==> config.mk <==
export PLATFORM = sky130hd
export DESIGN_NAME = hazard_forward_unit_flat
export DESIGN_NICKNAME = d
export VERILOG_FILES = /design/src/rtl/hazard_forward_unit_if.sv /design/src/rtl/hazard_forward_unit.sv /design/src/flat_wrapper.sv
export SDC_FILE = /design/constraint.sdc
export NUM_CORES = 1
export LEC_CHECK = 0
export ABC_CLOCK_PERIOD_IN_PS = 3400
export CORE_MARGIN = 1.5
export CORE_UTILIZATION = 49
export DETAILED_ROUTE_END_ITERATION = 8
export PLACE_DENSITY = 0.79
export SYNTH_ARGS = -nofsm -noshare
export SYNTH_HDL_FRONTEND = slang
export SYNTH_SLANG_ARGS = --single-unit
==> constraint.sdc <==
create_clock -name clk -period 3.4 [get_ports clk]
set_input_delay 0.34 -clock clk [delete_from_list [all_inputs] [get_ports clk]]
set_output_delay 0.34 -clock clk [all_outputs]
set_load 0.005 [all_outputs]
==> src/rtl/hazard_forward_unit_if.sv <==
// Hazard/forwarding bundle between the core pipeline and the hazard unit.
// The pipeline (master) presents the ID-stage decode; the unit (slave) returns control and forwarding selects.
interface hazard_forward_unit_if #(
  parameter int REG_W = 4,
  parameter int CNT_W = 16
);
  logic [REG_W-1:0] ID_rn;
  logic [REG_W-1:0] ID_rm;
  logic [REG_W-1:0] ID_rd;
  logic             ID_use_rn;
  logic             ID_use_rm;
  logic             ID_use_rd;
  logic             ID_RF_enable;
  logic             ID_load_instr;
  logic             branch_taken;

  logic             LE;
  logic             SS;
  logic             IF_ID_flush;
  logic [1:0]       fwd_A;
  logic [1:0]       fwd_B;
  logic [1:0]       fwd_C;
  logic [CNT_W-1:0] stall_cnt;
  logic [CNT_W-1:0] flush_cnt;

  modport master (
    output ID_rn, ID_rm, ID_rd, ID_use_rn, ID_use_rm, ID_use_rd,
           ID_RF_enable, ID_load_instr, branch_taken,
    input  LE, SS, IF_ID_flush, fwd_A, fwd_B, fwd_C, stall_cnt, flush_cnt
  );

  modport slave (
    input  ID_rn, ID_rm, ID_rd, ID_use_rn, ID_use_rm, ID_use_rd,
           ID_RF_enable, ID_load_instr, branch_taken,
    output LE, SS, IF_ID_flush, fwd_A, fwd_B, fwd_C, stall_cnt, flush_cnt
  );
endinterface

==> src/rtl/hazard_forward_unit.sv <==
// Load-use stall, branch flush and ID-stage operand forwarding for the 5-stage core.
// A shadow EX/MEM/WB pipeline of destination/write/load flags drives all decisions.
module hazard_forward_unit #(
  parameter int REG_W = 4,
  parameter int CNT_W = 16
) (
  input logic                  clk,
  input logic                  R,
  hazard_forward_unit_if.slave bus
);

  localparam logic [REG_W-1:0] PC_REG = '1;

  logic [REG_W-1:0] ex_rd, mem_rd, wb_rd;
  logic             ex_wr, ex_ld, mem_wr, wb_wr;
  logic [CNT_W-1:0] stall_q, flush_q;
  logic             stall, flush;
  logic             ex_hit_a, ex_hit_b, ex_hit_c;

  function automatic logic hit(input logic use_x, input logic [REG_W-1:0] x,
                               input logic wr, input logic [REG_W-1:0] rd);
    return use_x && wr && (rd == x) && (x != PC_REG);
  endfunction

  // Nearest producer wins: EX, then MEM, then WB.
  function automatic logic [1:0] sel(input logic use_x, input logic [REG_W-1:0] x);
    logic [1:0] s;
    s = 2'b00;
    if (hit(use_x, x, ex_wr, ex_rd))        s = 2'b01;
    else if (hit(use_x, x, mem_wr, mem_rd)) s = 2'b10;
    else if (hit(use_x, x, wb_wr, wb_rd))   s = 2'b11;
    return s;
  endfunction

  assign ex_hit_a = hit(bus.ID_use_rn, bus.ID_rn, ex_wr, ex_rd);
  assign ex_hit_b = hit(bus.ID_use_rm, bus.ID_rm, ex_wr, ex_rd);
  assign ex_hit_c = hit(bus.ID_use_rd, bus.ID_rd, ex_wr, ex_rd);

  // Reset gating keeps outputs quiet even before the cleared flags settle.
  assign stall = !R && ex_ld && (ex_hit_a || ex_hit_b || ex_hit_c);
  assign flush = !R && bus.branch_taken && !stall;

  assign bus.LE          = !stall;
  assign bus.SS          = stall;
  assign bus.IF_ID_flush = flush;
  assign bus.fwd_A       = R ? 2'b00 : sel(bus.ID_use_rn, bus.ID_rn);
  assign bus.fwd_B       = R ? 2'b00 : sel(bus.ID_use_rm, bus.ID_rm);
  assign bus.fwd_C       = R ? 2'b00 : sel(bus.ID_use_rd, bus.ID_rd);
  assign bus.stall_cnt   = stall_q;
  assign bus.flush_cnt   = flush_q;

  // The injected NOP carries no write/load, so the stalled consumer sees the load in MEM next.
  always_ff @(posedge clk or posedge R) begin
    if (R) begin
      ex_rd  <= '0;
      ex_wr  <= 1'b0;
      ex_ld  <= 1'b0;
      mem_rd <= '0;
      mem_wr <= 1'b0;
      wb_rd  <= '0;
      wb_wr  <= 1'b0;
    end else begin
      ex_rd  <= bus.ID_rd;
      ex_wr  <= bus.ID_RF_enable & ~stall;
      ex_ld  <= bus.ID_load_instr & ~stall;
      mem_rd <= ex_rd;
      mem_wr <= ex_wr;
      wb_rd  <= mem_rd;
      wb_wr  <= mem_wr;
    end
  end

  always_ff @(posedge clk or posedge R) begin
    if (R) begin
      stall_q <= '0;
      flush_q <= '0;
    end else begin
      if (stall && (stall_q != '1)) stall_q <= stall_q + CNT_W'(1);
      if (flush && (flush_q != '1)) flush_q <= flush_q + CNT_W'(1);
    end
  end

endmodule
==> src/flat_wrapper.sv <==
// flat-port wrapper written by rule: the top's interface ports become plain ports
module hazard_forward_unit_flat 
#(
  parameter int REG_W = 4,
  parameter int CNT_W = 16
)
  (clk, R, bus_ID_rn, bus_ID_rm, bus_ID_rd, bus_ID_use_rn, bus_ID_use_rm, bus_ID_use_rd, bus_ID_RF_enable, bus_ID_load_instr, bus_branch_taken, bus_LE, bus_SS, bus_IF_ID_flush, bus_fwd_A, bus_fwd_B, bus_fwd_C, bus_stall_cnt, bus_flush_cnt);
  hazard_forward_unit_if #(.REG_W(REG_W), .CNT_W(CNT_W)) bus_i ();
  input logic clk;
  input logic R;
  input wire logic [$bits(bus_i.ID_rn)-1:0] bus_ID_rn;
  input wire logic [$bits(bus_i.ID_rm)-1:0] bus_ID_rm;
  input wire logic [$bits(bus_i.ID_rd)-1:0] bus_ID_rd;
  input wire logic [$bits(bus_i.ID_use_rn)-1:0] bus_ID_use_rn;
  input wire logic [$bits(bus_i.ID_use_rm)-1:0] bus_ID_use_rm;
  input wire logic [$bits(bus_i.ID_use_rd)-1:0] bus_ID_use_rd;
  input wire logic [$bits(bus_i.ID_RF_enable)-1:0] bus_ID_RF_enable;
  input wire logic [$bits(bus_i.ID_load_instr)-1:0] bus_ID_load_instr;
  input wire logic [$bits(bus_i.branch_taken)-1:0] bus_branch_taken;
  output wire logic [$bits(bus_i.LE)-1:0] bus_LE;
  output wire logic [$bits(bus_i.SS)-1:0] bus_SS;
  output wire logic [$bits(bus_i.IF_ID_flush)-1:0] bus_IF_ID_flush;
  output wire logic [$bits(bus_i.fwd_A)-1:0] bus_fwd_A;
  output wire logic [$bits(bus_i.fwd_B)-1:0] bus_fwd_B;
  output wire logic [$bits(bus_i.fwd_C)-1:0] bus_fwd_C;
  output wire logic [$bits(bus_i.stall_cnt)-1:0] bus_stall_cnt;
  output wire logic [$bits(bus_i.flush_cnt)-1:0] bus_flush_cnt;
  assign bus_i.ID_rn = bus_ID_rn;
  assign bus_i.ID_rm = bus_ID_rm;
  assign bus_i.ID_rd = bus_ID_rd;
  assign bus_i.ID_use_rn = bus_ID_use_rn;
  assign bus_i.ID_use_rm = bus_ID_use_rm;
  assign bus_i.ID_use_rd = bus_ID_use_rd;
  assign bus_i.ID_RF_enable = bus_ID_RF_enable;
  assign bus_i.ID_load_instr = bus_ID_load_instr;
  assign bus_i.branch_taken = bus_branch_taken;
  assign bus_LE = bus_i.LE;
  assign bus_SS = bus_i.SS;
  assign bus_IF_ID_flush = bus_i.IF_ID_flush;
  assign bus_fwd_A = bus_i.fwd_A;
  assign bus_fwd_B = bus_i.fwd_B;
  assign bus_fwd_C = bus_i.fwd_C;
  assign bus_stall_cnt = bus_i.stall_cnt;
  assign bus_flush_cnt = bus_i.flush_cnt;
  hazard_forward_unit #(.REG_W(REG_W), .CNT_W(CNT_W)) u_core (.clk(clk), .R(R), .bus(bus_i));
endmodule
Yosys cells after proc, flatten, opt, wreduce, memory -nomap -nowiden
Index checks and enable logic that the tools add are counted.
{"block": "word_totals", "ff_bits": 48, "latch_bits": 0, "ram_bits": 0, "mem_bits_ro": 0, "word_cells": 77, "mem_count": 0}
{"block": "classes", "add_sub_neg": 2, "multipliers": 0, "div": 0, "order_cmp": 0, "eq_ne": 14, "shifts": 0, "mux": 12, "n_bitwise": 3, "n_reduce_logical": 37}
{"operator": "4-bit equality test", "n": 9}
{"operator": "1-bit logical AND", "n": 33}
{"operator": "16-bit by 1-bit adder with 16-bit output, second input constant", "n": 2}
{"operator": "16-bit inequality test, second input constant", "n": 2}
{"operator": "2-bit two-way mux", "n": 12}
{"operator": "4-bit inequality test, second input constant", "n": 3}
{"operator": "1-bit bitwise AND", "n": 2}
{"operator": "1-bit zero test", "n": 2}
{"operator": "1-bit logical OR", "n": 2}
{"operator": "1-bit NOT", "n": 1}

Logic depth before layout (Yosys ltp)
{"block": "depth", "ltp_word": 9, "mapped_depth": 9}

Worst setup path after synthesis
OpenSTA, ideal clock, no wires.
{"block": "synth_path", "path_kind": "in2reg", "start": "in R", "end": "reg u_core.stall_q[12] (netlist: u_core.bus.stall_cnt[12])", "setup_ns": 0.128, "arrival_ns": 2.603, "path_slack_ns": 0.669, "cell_stages": 6, "n_path_buf": 1, "cell_sequence": "inv_1 -> nand2_1 -> a31o_1 -> buf_2 -> nor3_1 -> mux2_1"}
{"block": "synth_via", "elab_chain_cells": 4}
{"element": "from (decl)", "line": "flat_wrapper.sv:10", "text": "input logic R;"}
{"element": "1-bit zero test", "line": "hazard_forward_unit.sv:40", "text": "assign stall = !R && ex_ld && (ex_hit_a || ex_hit_b || ex_hit_c);"}
{"element": "1-bit logical AND (2 in a row)", "line": "hazard_forward_unit.sv:40"}
{"element": "1-bit logical AND", "line": "hazard_forward_unit.sv:78", "text": "if (stall && (stall_q != '1)) stall_q <= stall_q + CNT_W'(1);"}
{"element": "to (signal assigned)", "line": "hazard_forward_unit.sv:78"}
{"element": "to (decl)", "line": "hazard_forward_unit.sv:16", "text": "logic [CNT_W-1:0] stall_q, flush_q;"}
Every way passes these cells.
A chain may end at the register's enable or synchronous reset.

Worst setup path after layout
{"block": "layout_path", "start": "in bus_ID_rn[2]", "end": "out bus_SS"}
{"block": "layout_via", "elab_chain_cells": 6}
{"element": "from (decl)", "line": "flat_wrapper.sv:11", "text": "input wire logic [$bits(bus_i.ID_rn)-1:0] bus_ID_rn;"}
{"element": "4-bit equality test", "line": "hazard_forward_unit.sv:22", "text": "return use_x && wr && (rd == x) && (x != PC_REG);"}
{"element": "1-bit logical AND", "line": "hazard_forward_unit.sv:22"}
{"element": "1-bit logical AND *", "line": "hazard_forward_unit.sv:22"}
{"element": "1-bit logical OR * (2 in a row)", "line": "hazard_forward_unit.sv:40"}
{"element": "1-bit logical AND *", "line": "hazard_forward_unit.sv:40"}
{"element": "to (decl)", "line": "flat_wrapper.sv:21", "text": "output wire logic [$bits(bus_i.SS)-1:0] bus_SS;"}
Every way passes the cells marked *; elsewhere a longest branch is shown, timed or not.

==> results.tsv <==
metric	value	unit
worst-skew pair later-pin latency	0.30	ns
residual DRC count	0	
syn nets	258	
Comb power frac	18.6	%
Worst EP required	3.06	ns
DIE HEIGHT	74.6	um
Hold Crit Class	reg2reg	
hold-fix buffers at CTS	0	
Warnings, synthesis	0	
Final Worst Setup Slack	0.298	ns
CORE AREA	4850	um2
TNS Setup	0	ns
full die area	5570	um2
GRT overflow	0	
first-pass GRT wire length	9170	um
GR Layer Usage met2	35.3	%
Post-Syn Area per Cell	10.7	um2
highest-count cells in the layout ignoring fill and taps	60 x clkdlybuf4s50_1, 48 x dfrtp_1, 32 x xnor2_1, 32 x xor2_1, 18 x nand3_1	
DRT iter0 DRCs	102	
WHS	0.457	ns
Mapped Cells	236	
Critical Path, Cell by Cell	clkdlybuf4s50_1 > xnor2_1 > nand4_1 > or4_4 > a31o_1 > inv_2 > clkdlybuf4s50_1	
Post-CTS Setup Bufs	0	
GR Util met1	29.9	%
critical path class	in2out	
CTS buffer count	5	
Initial Util	51.9	%
initial antenna violation count	0	
clk slew on worst S/H paths	0.09	ns
kind of end point of the critical path	output pin	
Synth Cell Area	2510	um2
antenna cells	0	
layout overhead on the synthesized area	31.7	%
setup violators final	0	
Max IR drop VDD	0.000395	V
P per Cell Area	443	nW/um2
final hold vios	0	
drt pass-1 iters	4	
M3 GR Usage	4.95	%
Ports	61	
CTS tree	yes	
Placement Setup Slack	0.282	ns
worst stage delay on the critical path	0.57	ns
outcome	complete, no violations	
sequential share of power	48.0	%
Sw Share	25.4	%
Arrival @ worst endpoint	2.76	ns
Worst Max-Slew Pin Slew	0.665	ns
CTS HTree Levels	2	
layout cells sized above 1	5.00	%
P_leak	0.00140	uW
slowest CP cell	clkdlybuf4s50_1	
fillcell total	381	
Bufs on Longest Clock Path	2	
most common cell after layout, fill and taps aside	clkdlybuf4s50_1	
routability cong.	0.935	
Synth cell types	34	
post-synthesis sequential area ratio	47.8	%
Nets	321	
Die Wd	74.6	um
P_int	1090	uW
DPL Wire Length	4130	um
clock skew after layout	0.00775	ns
RSZ-0062 raised after global routing	false	
Routed Antenna Nets	0	
Clk network pwr share	33.4	%
crit share post-route	91.2	%
final WL	5490	um
Max Freq	322	MHz
row cnt	25	
CTS root buf	clkbuf_8	
largest net degree at the start of global routing	52	
clock sinks	48	
slew margin rel.	55.6	%
Sw Pwr	372	uW
Vias per Instance	5.42	
IO buf count	60	
vias	1990	
synthesis-stage register bit count	48	
WL per Instance	15.0	um
crit start category	primary input	
Final min period	3.10	ns
total of max-cap violations	0	
vias in the first global route	1921	
max-slew violation count	0	
post-CTS sizing	0	
critical path peak fanout	12	
Most Used Layer, Global Route	met2	
GRT Util Overall	21.9	%
most used cell, CP	clkdlybuf4s50_1	
## worst max-delay path, delay by kind of cell
kind            cells  cell delay [ns]
buf+inv             3             1.31
compound gates      1             0.35
xor+xnor            1             0.15
simple gates        2             0.61
## kinds of logic (layout without fill, tap and decap cells)
kind of cell / after synthesis / in the layout / share of synthesized area [%]
xor gates and xnor gates: 64 / 64 / 22.3
adders and majority gates: 2 / 2 / 0.995
and+or+nand+nor: 98 / 98 / 21.8
buffers and inverters: 10 / 74 / 1.99
DFF: 48 / 48 / 47.8
AOI/OAI and AO/OA: 10 / 10 / 3.43
muxes: 4 / 4 / 1.74
## state kept, by name, summed over array words and instances, names as in the netlist
| name | count |
|---|---|
| u_core.bus.flush_cnt | 16 |
| u_core.wb_wr | 1 |
| u_core.mem_rd | 4 |
| u_core.ex_wr | 1 |
| u_core.bus.stall_cnt | 16 |
| u_core.ex_rd | 4 |
| u_core.wb_rd | 4 |
| u_core.mem_wr | 1 |
| u_core.ex_ld | 1 |
## synthesized netlist by cell type
cell      count  share of area (%)
a31o_1        1               0.35
mux2_1        2               0.90
ha_1          2               0.99
o21ai_0       1               0.20
nor3b_1       1               0.30
and4_1        2               0.70
a31oi_1       1               0.25
nor3_1        9                1.8
nor4_1       10                2.5
o211a_1       2               0.80
or4_4         2               0.90
nand2_1      16                2.4
xnor2_1      32                 11
xor2_1       32                 11
buf_4         1               0.30
nor4b_1       1               0.35
mux2i_1       1               0.40
nand4_1      17                4.2
buf_6         1               0.45
a311oi_4      1                1.0
or3_1         1               0.25
buf_2         1               0.20
mux2_2        1               0.45
inv_2         1               0.15
nor2_1        5               0.75
nand3_1      18                3.6
dfrtp_1      48                 48
inv_1         4               0.60
clkbuf_1      2               0.30
and3_1       12                3.0
and3b_1       1               0.35
nand2b_1      1               0.25
and2_1        2               0.50
a21oi_1       4               0.80
## final timing paths
check	start	endpoint	slack [ns]	cells after the start
max in group asynchronous	R	u_core.bus.flush_cnt[2]	2.30	3
hold reg to reg	u_core.ex_wr	u_core.mem_wr	0.46	0
setup / recovery	bus_ID_rn[2]	bus_SS	0.30	7
hold / removal	u_core.ex_wr	u_core.mem_wr	0.46	0
min in group asynchronous	R	u_core.mem_rd[3]	0.70	3
setup reg to reg	u_core.ex_rd[1]	u_core.bus.stall_cnt[1]	1.01	4
## metrics by stage
step / total power [uW] / cell area [um2] / utilization, % / cells
6_report: 1470 / 3310 / 68.3 / 367
5_1_grt: 1550 / 3310 / 68.3 / 367
4_1_cts: 1480 / 3310 / 68.3 / 367
3_5_place_dp: 985 / 3180 / 65.5 / 359
3_3_place_gp: 976 / 3180 / 65.5 / 359
2_1_floorplan: 816 / 2510 / - / 236
## per-layer routing
metal,part of all wire (%),wire [um]
met1,46,2540
met2,48,2660
met3,4.4,241
met4,0.78,43
met5,0,0
## power by group through the flow
stage               Combinational (uW)  Sequential [uW]  Clock [uW]
finish                             272              704         490
global route                       298              714         537
CTS                                276              704         502
floorplan                          116              700           0
global placement                   264              712           0
detailed placement                 273              712           0
## final cells by class
cell class                 count  area (um2)  area share (%)
clock buffer                   5        68.8            2.08
clock inverter                 3        68.8            2.08
inverter                       5        18.8           0.566
multi-input combinational    178        1260            38.1
sequential                    48        1200            36.3
tap                           67        83.8            2.53
timing repair buffer          61         608            18.4
Note: power is estimated with default switching activity, not from simulation.
